==> src/rtl/shared_net_resolver.sv <==
// Registered multi-driver net resolver: exclusive wire, wired-OR, wired-AND or
// round-robin resolution, with a saturating contention counter for wire mode.
module shared_net_resolver #(
  parameter int WIDTH = 8,
  parameter int N     = 4,
  parameter int MODE  = 0,
  parameter int CNT_W = 8,
  localparam int OW   = (N > 2) ? $clog2(N) : 1
) (
  input  logic               clk,
  input  logic               rst_n,
  input  logic [N-1:0]       drv_en,
  input  logic [N*WIDTH-1:0] drv_data,
  input  logic               clr_cnt,
  output logic [WIDTH-1:0]   net_out,
  output logic               net_valid,
  output logic               conflict,
  output logic [OW-1:0]      owner,
  output logic [CNT_W-1:0]   conflict_cnt
);

  logic [OW-1:0]    ptr, ptr_nxt;
  logic [OW-1:0]    low_idx, rr_idx, owner_nxt;
  logic [WIDTH-1:0] ref_data, or_val, and_val, rr_data, net_nxt;
  logic             any_en, mismatch, rr_found, valid_nxt, conflict_nxt;
  logic [CNT_W-1:0] cnt_nxt;
  int               j;

  // NOTE: every signal gets a default before any branch so this block never infers a latch.
  always_comb begin
    any_en   = |drv_en;
    low_idx  = '0;
    ref_data = '0;
    or_val   = '0;
    and_val  = '1;
    mismatch = 1'b0;
    rr_found = 1'b0;
    rr_idx   = ptr;
    rr_data  = '0;
    j        = 0;

    // Only enabled drivers contribute, so data on disabled lanes is ignored.
    for (int i = N - 1; i >= 0; i--) begin
      if (drv_en[i]) begin
        low_idx  = OW'(i);
        ref_data = drv_data[i*WIDTH +: WIDTH];
      end
    end
    for (int i = 0; i < N; i++) begin
      if (drv_en[i]) begin
        or_val  = or_val | drv_data[i*WIDTH +: WIDTH];
        and_val = and_val & drv_data[i*WIDTH +: WIDTH];
        if (drv_data[i*WIDTH +: WIDTH] != ref_data) mismatch = 1'b1;
      end
    end

    // Round-robin search starts just after the last grant and wraps modulo N.
    for (int k = 1; k <= N; k++) begin
      j = (int'(ptr) + k) % N;
      if (!rr_found && drv_en[j]) begin
        rr_found = 1'b1;
        rr_idx   = OW'(j);
        rr_data  = drv_data[j*WIDTH +: WIDTH];
      end
    end

    net_nxt      = net_out;
    owner_nxt    = owner;
    valid_nxt    = 1'b0;
    conflict_nxt = 1'b0;
    ptr_nxt      = ptr;

    if (any_en) begin
      case (MODE)
        0: begin
          if (mismatch) begin
            conflict_nxt = 1'b1;
          end else begin
            net_nxt   = ref_data;
            owner_nxt = low_idx;
            valid_nxt = 1'b1;
          end
        end
        1: begin
          net_nxt   = or_val;
          owner_nxt = low_idx;
          valid_nxt = 1'b1;
        end
        2: begin
          net_nxt   = and_val;
          owner_nxt = low_idx;
          valid_nxt = 1'b1;
        end
        default: begin
          net_nxt   = rr_data;
          owner_nxt = rr_idx;
          valid_nxt = 1'b1;
          ptr_nxt   = rr_idx;
        end
      endcase
    end

    // Clear wins over a same-cycle increment; the count sticks at all-ones.
    cnt_nxt = conflict_cnt;
    if (clr_cnt)
      cnt_nxt = '0;
    else if (conflict_nxt && (conflict_cnt != '1))
      cnt_nxt = conflict_cnt + 1'b1;
  end

  // NOTE: sequential state uses non-blocking assignments so all registers update together.
  always_ff @(posedge clk or negedge rst_n) begin
    if (!rst_n) begin
      net_out      <= '0;
      net_valid    <= 1'b0;
      conflict     <= 1'b0;
      owner        <= '0;
      conflict_cnt <= '0;
      ptr          <= OW'(N - 1);
    end else begin
      net_out      <= net_nxt;
      net_valid    <= valid_nxt;
      conflict     <= conflict_nxt;
      owner        <= owner_nxt;
      conflict_cnt <= cnt_nxt;
      ptr          <= ptr_nxt;
    end
  end

endmodule

==> config.mk <==
export PLATFORM = sky130hd
export DESIGN_NAME = shared_net_resolver
export DESIGN_NICKNAME = d
export VERILOG_FILES = /design/src/rtl/shared_net_resolver.sv
export SDC_FILE = /design/constraint.sdc
export NUM_CORES = 1
export LEC_CHECK = 0
export ABC_AREA = 1
export CAP_MARGIN = 25
export CORE_UTILIZATION = 30
export CTS_BUF_LIST = sky130_fd_sc_hd__clkbuf_4
export CTS_CLUSTER_SIZE = 12
export DETAILED_ROUTE_END_ITERATION = 10
export PLACE_DENSITY = 0.63
export SETUP_SLACK_MARGIN = 0.05
export SYNTH_ARGS = -nofsm -noshare
export SYNTH_HDL_FRONTEND = slang
export SYNTH_SLANG_ARGS = --single-unit
==> constraint.sdc <==
create_clock -name clk -period 2.4 [get_ports clk]
set_input_delay 0.36 -clock clk [delete_from_list [all_inputs] [get_ports clk]]
set_output_delay 0.36 -clock clk [all_outputs]
set_load 0.03 [all_outputs]
Yosys cells after proc, flatten, opt, wreduce, memory -nomap -nowiden
Index checks and enable logic that the tools add are counted.
{ "classes": {"addsub": 1, "n_eq_ne": 5, "n_mux": 22, "bitwise_logic": 1, "reduce_logical": 4} }
{ "ops": {"columns": ["op", "count"], "rows": [
  ["$mux W8", 6],
  ["$ne A8 B8 Y1", 4],
  ["$mux W1", 12],
  ["$add A8 B1 Y8 const B", 1],
  ["$mux W2", 4],
  ["$ne A8 B8 Y1 const B", 1],
  ["$reduce_or A4 Y1", 1],
  ["$reduce_and A2 Y1", 1],
  ["$reduce_bool A2 Y1", 1],
  ["$logic_and A1 B1 Y1", 1],
  ["$not A1 Y1", 1]
]} }
{ "word_totals": {"ff_bits": 20, "input_bits": 39, "output_inout_bits": 20, "wordCells": 38} }

Depth between registers and ports, before layout
{ "logic_depth": {"depth_word": 18, "depth_mapped": 18, "ltp_nobuf": 17} }

Worst setup path after synthesis
Ideal clock, no wire load.
{ "synth_path": {"path_type": "input-to-reg", "startpoint": "input drv_en[1]", "endpoint": "register net_out[0]", "setup_time_ns": 0.118, "t_arrival_ns": 1.667, "t_required_ns": 2.282, "slack_ns": 0.616, "path_stages": 17, "n_path_buf": 3, "path_cell_list": "buf_6 buf_6 a21oi_2 nand2_2 nand2_4 nand2_1 nand2_1 nand2_1 nor2_1 nand2_1 nand2_1 nand3_2 inv_2 nand2_2 buf_6 nand2_1 nand2_1"} }
{ "synth_via": {"elab_chain_cells": 13, "elab_cells_between_ends": 17, "cone_classes": "4 x eq/ne; 10 x mux; 1 x bitwise; 2 x reduce/logical"} }
{ "synth_lines": {"columns": ["item", "line", "text"], "rows": [
  ["start, declared", "12", "input logic [N-1:0] drv_en,"],
  ["$mux W8 (2 in series)", "44", "if (drv_en[i]) begin"],
  ["$ne A8 B8 Y1", "53", "if (drv_data[i*WIDTH +: WIDTH] != ref_data) mismatch = 1'b1;"],
  ["$mux W1", "53", null],
  ["$mux W1", "50", "if (drv_en[i]) begin"],
  ["$mux W1", "53", null],
  ["$mux W1", "50", null],
  ["$mux W1", "53", null],
  ["$mux W1", "50", null],
  ["$mux W1", "53", null],
  ["$mux W1", "50", null],
  ["$not A1 Y1 (no line)", null, null],
  ["$reduce_and A2 Y1 (no line)", null, null],
  ["end signal, assigned", "121", "net_out <= net_nxt;"],
  ["end, declared", "15", "output logic [WIDTH-1:0] net_out,"]
]} }
Parallel ways exist; a longest one is shown, timed or not.
A chain may end at the register's enable or synchronous reset.

Worst setup path after layout
{ "layout_path": {"startpoint": "input drv_en[1]", "endpoint": "register conflict_cnt[1]"} }
{ "layout_via": {"elab_chain_cells": 15, "elab_cells_between_ends": 19, "cone_classes": "4 x eq/ne; 12 x mux; 3 x reduce/logical"} }
{ "layout_lines": {"columns": ["item", "line", "text"], "rows": [
  ["$mux W8 (2 in series)", "44", null],
  ["$ne A8 B8 Y1", "53", null],
  ["$mux W1", "53", null],
  ["$mux W1", "50", null],
  ["$mux W1", "53", null],
  ["$mux W1", "50", null],
  ["$mux W1", "53", null],
  ["$mux W1", "50", null],
  ["$mux W1", "53", null],
  ["$mux W1", "50", null],
  ["$mux W1", "76", "if (mismatch) begin"],
  ["$mux W1 (*)", "73", "if (any_en) begin"],
  ["$logic_and A1 B1 Y1 (*)", "107", "else if (conflict_nxt && (conflict_cnt != '1))"],
  ["$reduce_bool A2 Y1 (no line) (*)", null, null],
  ["end signal, assigned", "125", "conflict_cnt <= cnt_nxt;"],
  ["end, declared", "19", "output logic [CNT_W-1:0] conflict_cnt"]
]} }
Every way passes the cells marked *; elsewhere a longest branch is shown, timed or not.

==> results.yml <==
synth:
  syn-num-nets: 326
  yosys-top-cells-count: "nand2_1 (109), nand3_1 (33), inv_1 (26)"
  ys_top_cells_by_area: "dfrtp_1 (26%), nand2_1 (22%), nand3_1 (8.7%)"
  yosys.cell_types.count: 23
  synth_edf_count: 0
  synth_top_area_cell: "dfrtp_1"
  avgSynthCellArea_um2: 6.623
  syn_area_mm2: 0.001894
  ys_ff_latch: 20
  netlist_instances: 286
  synth_top_area_share: 0.2642
  async_flop_share: 1.000
  yosysMostFrequentCell: "nand2_1"
  ys.flop_type: "dfrtp_1"
  ys_warn_count: 0
  yosysSeqAreaShare: 0.2642
placement:
  hpwl_mm: 3.919
  gp_congestion: 0.8386
  dpl_worst_slack_ns: -0.1164
  port_buffers: 58
  dp.cells: 428
sta:
  fin_hold_ws_ns: 0.4003
  finalHoldViolCount: 0
  skew_ns: 0.005327
  fin_setup_tns_ns: 0
  slew_headroom: 0.5992
  period_needed_ns: 2.095
  rsz0062_at_grt: "no"
  period_share: 0.8728
  slew_viol_final: 0
  setup_viol: 0
  setup_slack_ns: 0.3053
  fmax_mhz: 477.4
  worst_pin_slew_ns: 0.6006
worst_setup_path:
  path_delay_family: "simple AND/OR/NAND/NOR gates"
  r2r_cells: 9
  cp-start-kind: "primary input"
  worstSetupPathType: "primary input to register"
  crit_path_end_kind: "register"
  crit_chain: "clkdlybuf4s50_1 > buf_12 > a21oi_1 > nand2_1 > nand2_2 > nand2_4 > nand2_1 > nand2_1 > nand2_1 > nor2_1 > nand2_1 > nand2_1 > nand3_2 > buf_12 > nand2_8 > nand3_2 > nand2_1"
  cp-startpoint: "drv_en[1]"
  timing.rr.end: "conflict_cnt[1]$_DFFE_PN0P_"
  worstPathBufferInverterCount: 3
  cp_max_fo: 19
  cp.depth: 17
  crit_end: "conflict_cnt[1]$_DFFE_PN0P_"
  r2r-start: "conflict_cnt[0]$_DFFE_PN0P_"
  cp.arrival_ns: 2.33
  crit_top_cell: "nand2_1"
  worstPathRequired_ns: 2.63
  crit_path_max_incr_delay_ns: 0.51
  slowest_stage: "clkdlybuf4s50_1"
  r2r_setup_slack_ns: 0.69
floorplan:
  start_util: 0.3162
  die_h_um: 81.47
  die-area_mm2: 0.006637
  coreArea_mm2: 0.005991
  io_pins: 59
  num_rows: 28
  fp.dieW_um: 81.47
power_and_ir_drop:
  power_frac_seq: 0.387
  internal_power_uw: 654.1
  clock_power_share: 0.150
  combPwrFrac: 0.463
  power.density_mw_per_mm2: 388.7
  ir_drop_uv: 221.5
  leakage_nw: 1.373
  switching_share: 0.3713
  p_switching_uw: 386.3
  finalPower_mw: 1.040
clocking:
  ctsHtreeMaxLevel: 1
  path_clk_slew_ns: 0.11
  cts_buffers: 3
  clkLatencyLatePin_ns: 0.29
  cts_setup_buffers: 0
  root_buffer: "clkbuf_4"
  hold_buffers: 0
  cts_tree: "built"
  cts_sinks: 20
  cts_max_path_buffers: 2
hold_path:
  hp-class: "primary input to async pin"
route:
  drtIter0Drc: 103
  route.vias.total: 1985
  viasPerCell: 4.595
  route.detailed.drc: 0
  firstDrtPassIters: 7
  wl_per_cell_um: 11.15
  wirelength_mm: 4.818
  ant_nets: 0
global_routing:
  grt_pass1_wl_mm: 8.293
  grt_max_degree: 21
  antenna_found_initial: 0
  first_global_vias: 1909
  grt_use_total: 0.1570
  gr-total-overflow: 0
layout:
  antenna_cells: 0
  layout.cells.non_filler: 432
  fillCellCount: 614
  drive_above_1_share: 0.1737
  areaGrowthSynthToFinish_pct: 41.28
  nets: 398
flow_run:
  drv_cap: 0
status:
  status: "finished, final reports clean"
[power by group through the flow]
stage,clock [mW],combinational (mW),sequential [mW]
2_1_floorplan,0,0.197,0.475
3_3_place_gp,0,0.478,0.410
3_5_place_dp,0,0.483,0.410
4_1_cts,0.168,0.485,0.404
5_1_grt,0.182,0.530,0.407
6_report,0.156,0.481,0.403
[routing by layer]
layer,vias to the layer above,part of all wire,global-route usage
met5,-,0,0
met4,0,0.013,0.05000
met3,8,0.039,0.01333
met2,62,0.47,0.2733
met1,853,0.48,0.2031
li1,1062,-,-
[worst min-delay path by stage]
stage,end,slack [ns],cells past startpoint
CTS,conflict_cnt[4]$_DFFE_PN0P_,0.40,2
global route,conflict_cnt[4]$_DFFE_PN0P_,0.41,2
finish,conflict_cnt[4]$_DFFE_PN0P_,0.40,2
floorplan,conflict$_DFF_PN0_,0.06,0
detailed placement,net_out[0]$_DFFE_PN0P_,0.47,2
global placement,net_out[0]$_DFFE_PN0P_,0.47,2
[state kept, by name, indices dropped and copies added (netlist names)]
signal        flops
conflict_cnt      8
net_out           8
owner             2
conflict          1
net_valid         1
[placed cells by master (no fill, tap or decap)]
cell             instances
a21oi_1                 11
a21oi_2                  6
buf_12                   3
buf_4                   16
clkbuf_4                 3
clkdlybuf4s50_1         56
clkinv_1                 1
dfrtp_1                 20
dlymetal6s2s_1           2
ha_1                     1
inv_1                   25
inv_2                    4
nand2_1                109
nand2_2                 15
nand2_4                  3
nand2_8                  1
nand3_1                 33
nand3_2                 10
nand3b_1                11
nand4_1                  8
nor2_1                  11
nor2_4                   1
nor3_1                   1
o21ai_1                  1
xor2_1                   5
[logic make-up after synthesis]
family | synth area share
fa+ha+maj | 0.006604
buf+inv | 0.1123
xor+xnor | 0.02312
flops | 0.2642
simple gates | 0.5343
compound gates | 0.05944
[repair_timing]
| action | 4_1_cts | 5_1_grt |
|---|---|---|
| endpoints found under the setup margin | 0 | 18 |
| gates resized for setup | 0 | 3 |
| endpoints found under the hold margin | 0 | 0 |
[per-stage QoR]
| stage | util | cell area [um2] |
|---|---|---|
| after floorplan | - | 1894 |
| after global placement | 0.4415 | 2645 |
| after detailed placement | 0.4415 | 2645 |
| after CTS | 0.4459 | 2671 |
| after global routing | 0.4467 | 2676 |
| final | 0.4467 | 2676 |
[cell type report]
class | count | area [um2] | area share
multi-input cells | 227 | 1181 | 0.4413
well taps | 75 | 93.84 | 0.03506
clock buffers | 3 | 22.52 | 0.008415
inverters | 29 | 108.9 | 0.04067
flip-flops and latches | 20 | 500.5 | 0.1870
repair buffers | 77 | 765.7 | 0.2861
clock inverters | 1 | 3.754 | 0.001403
Note: power is estimated with default switching activity, not from simulation.
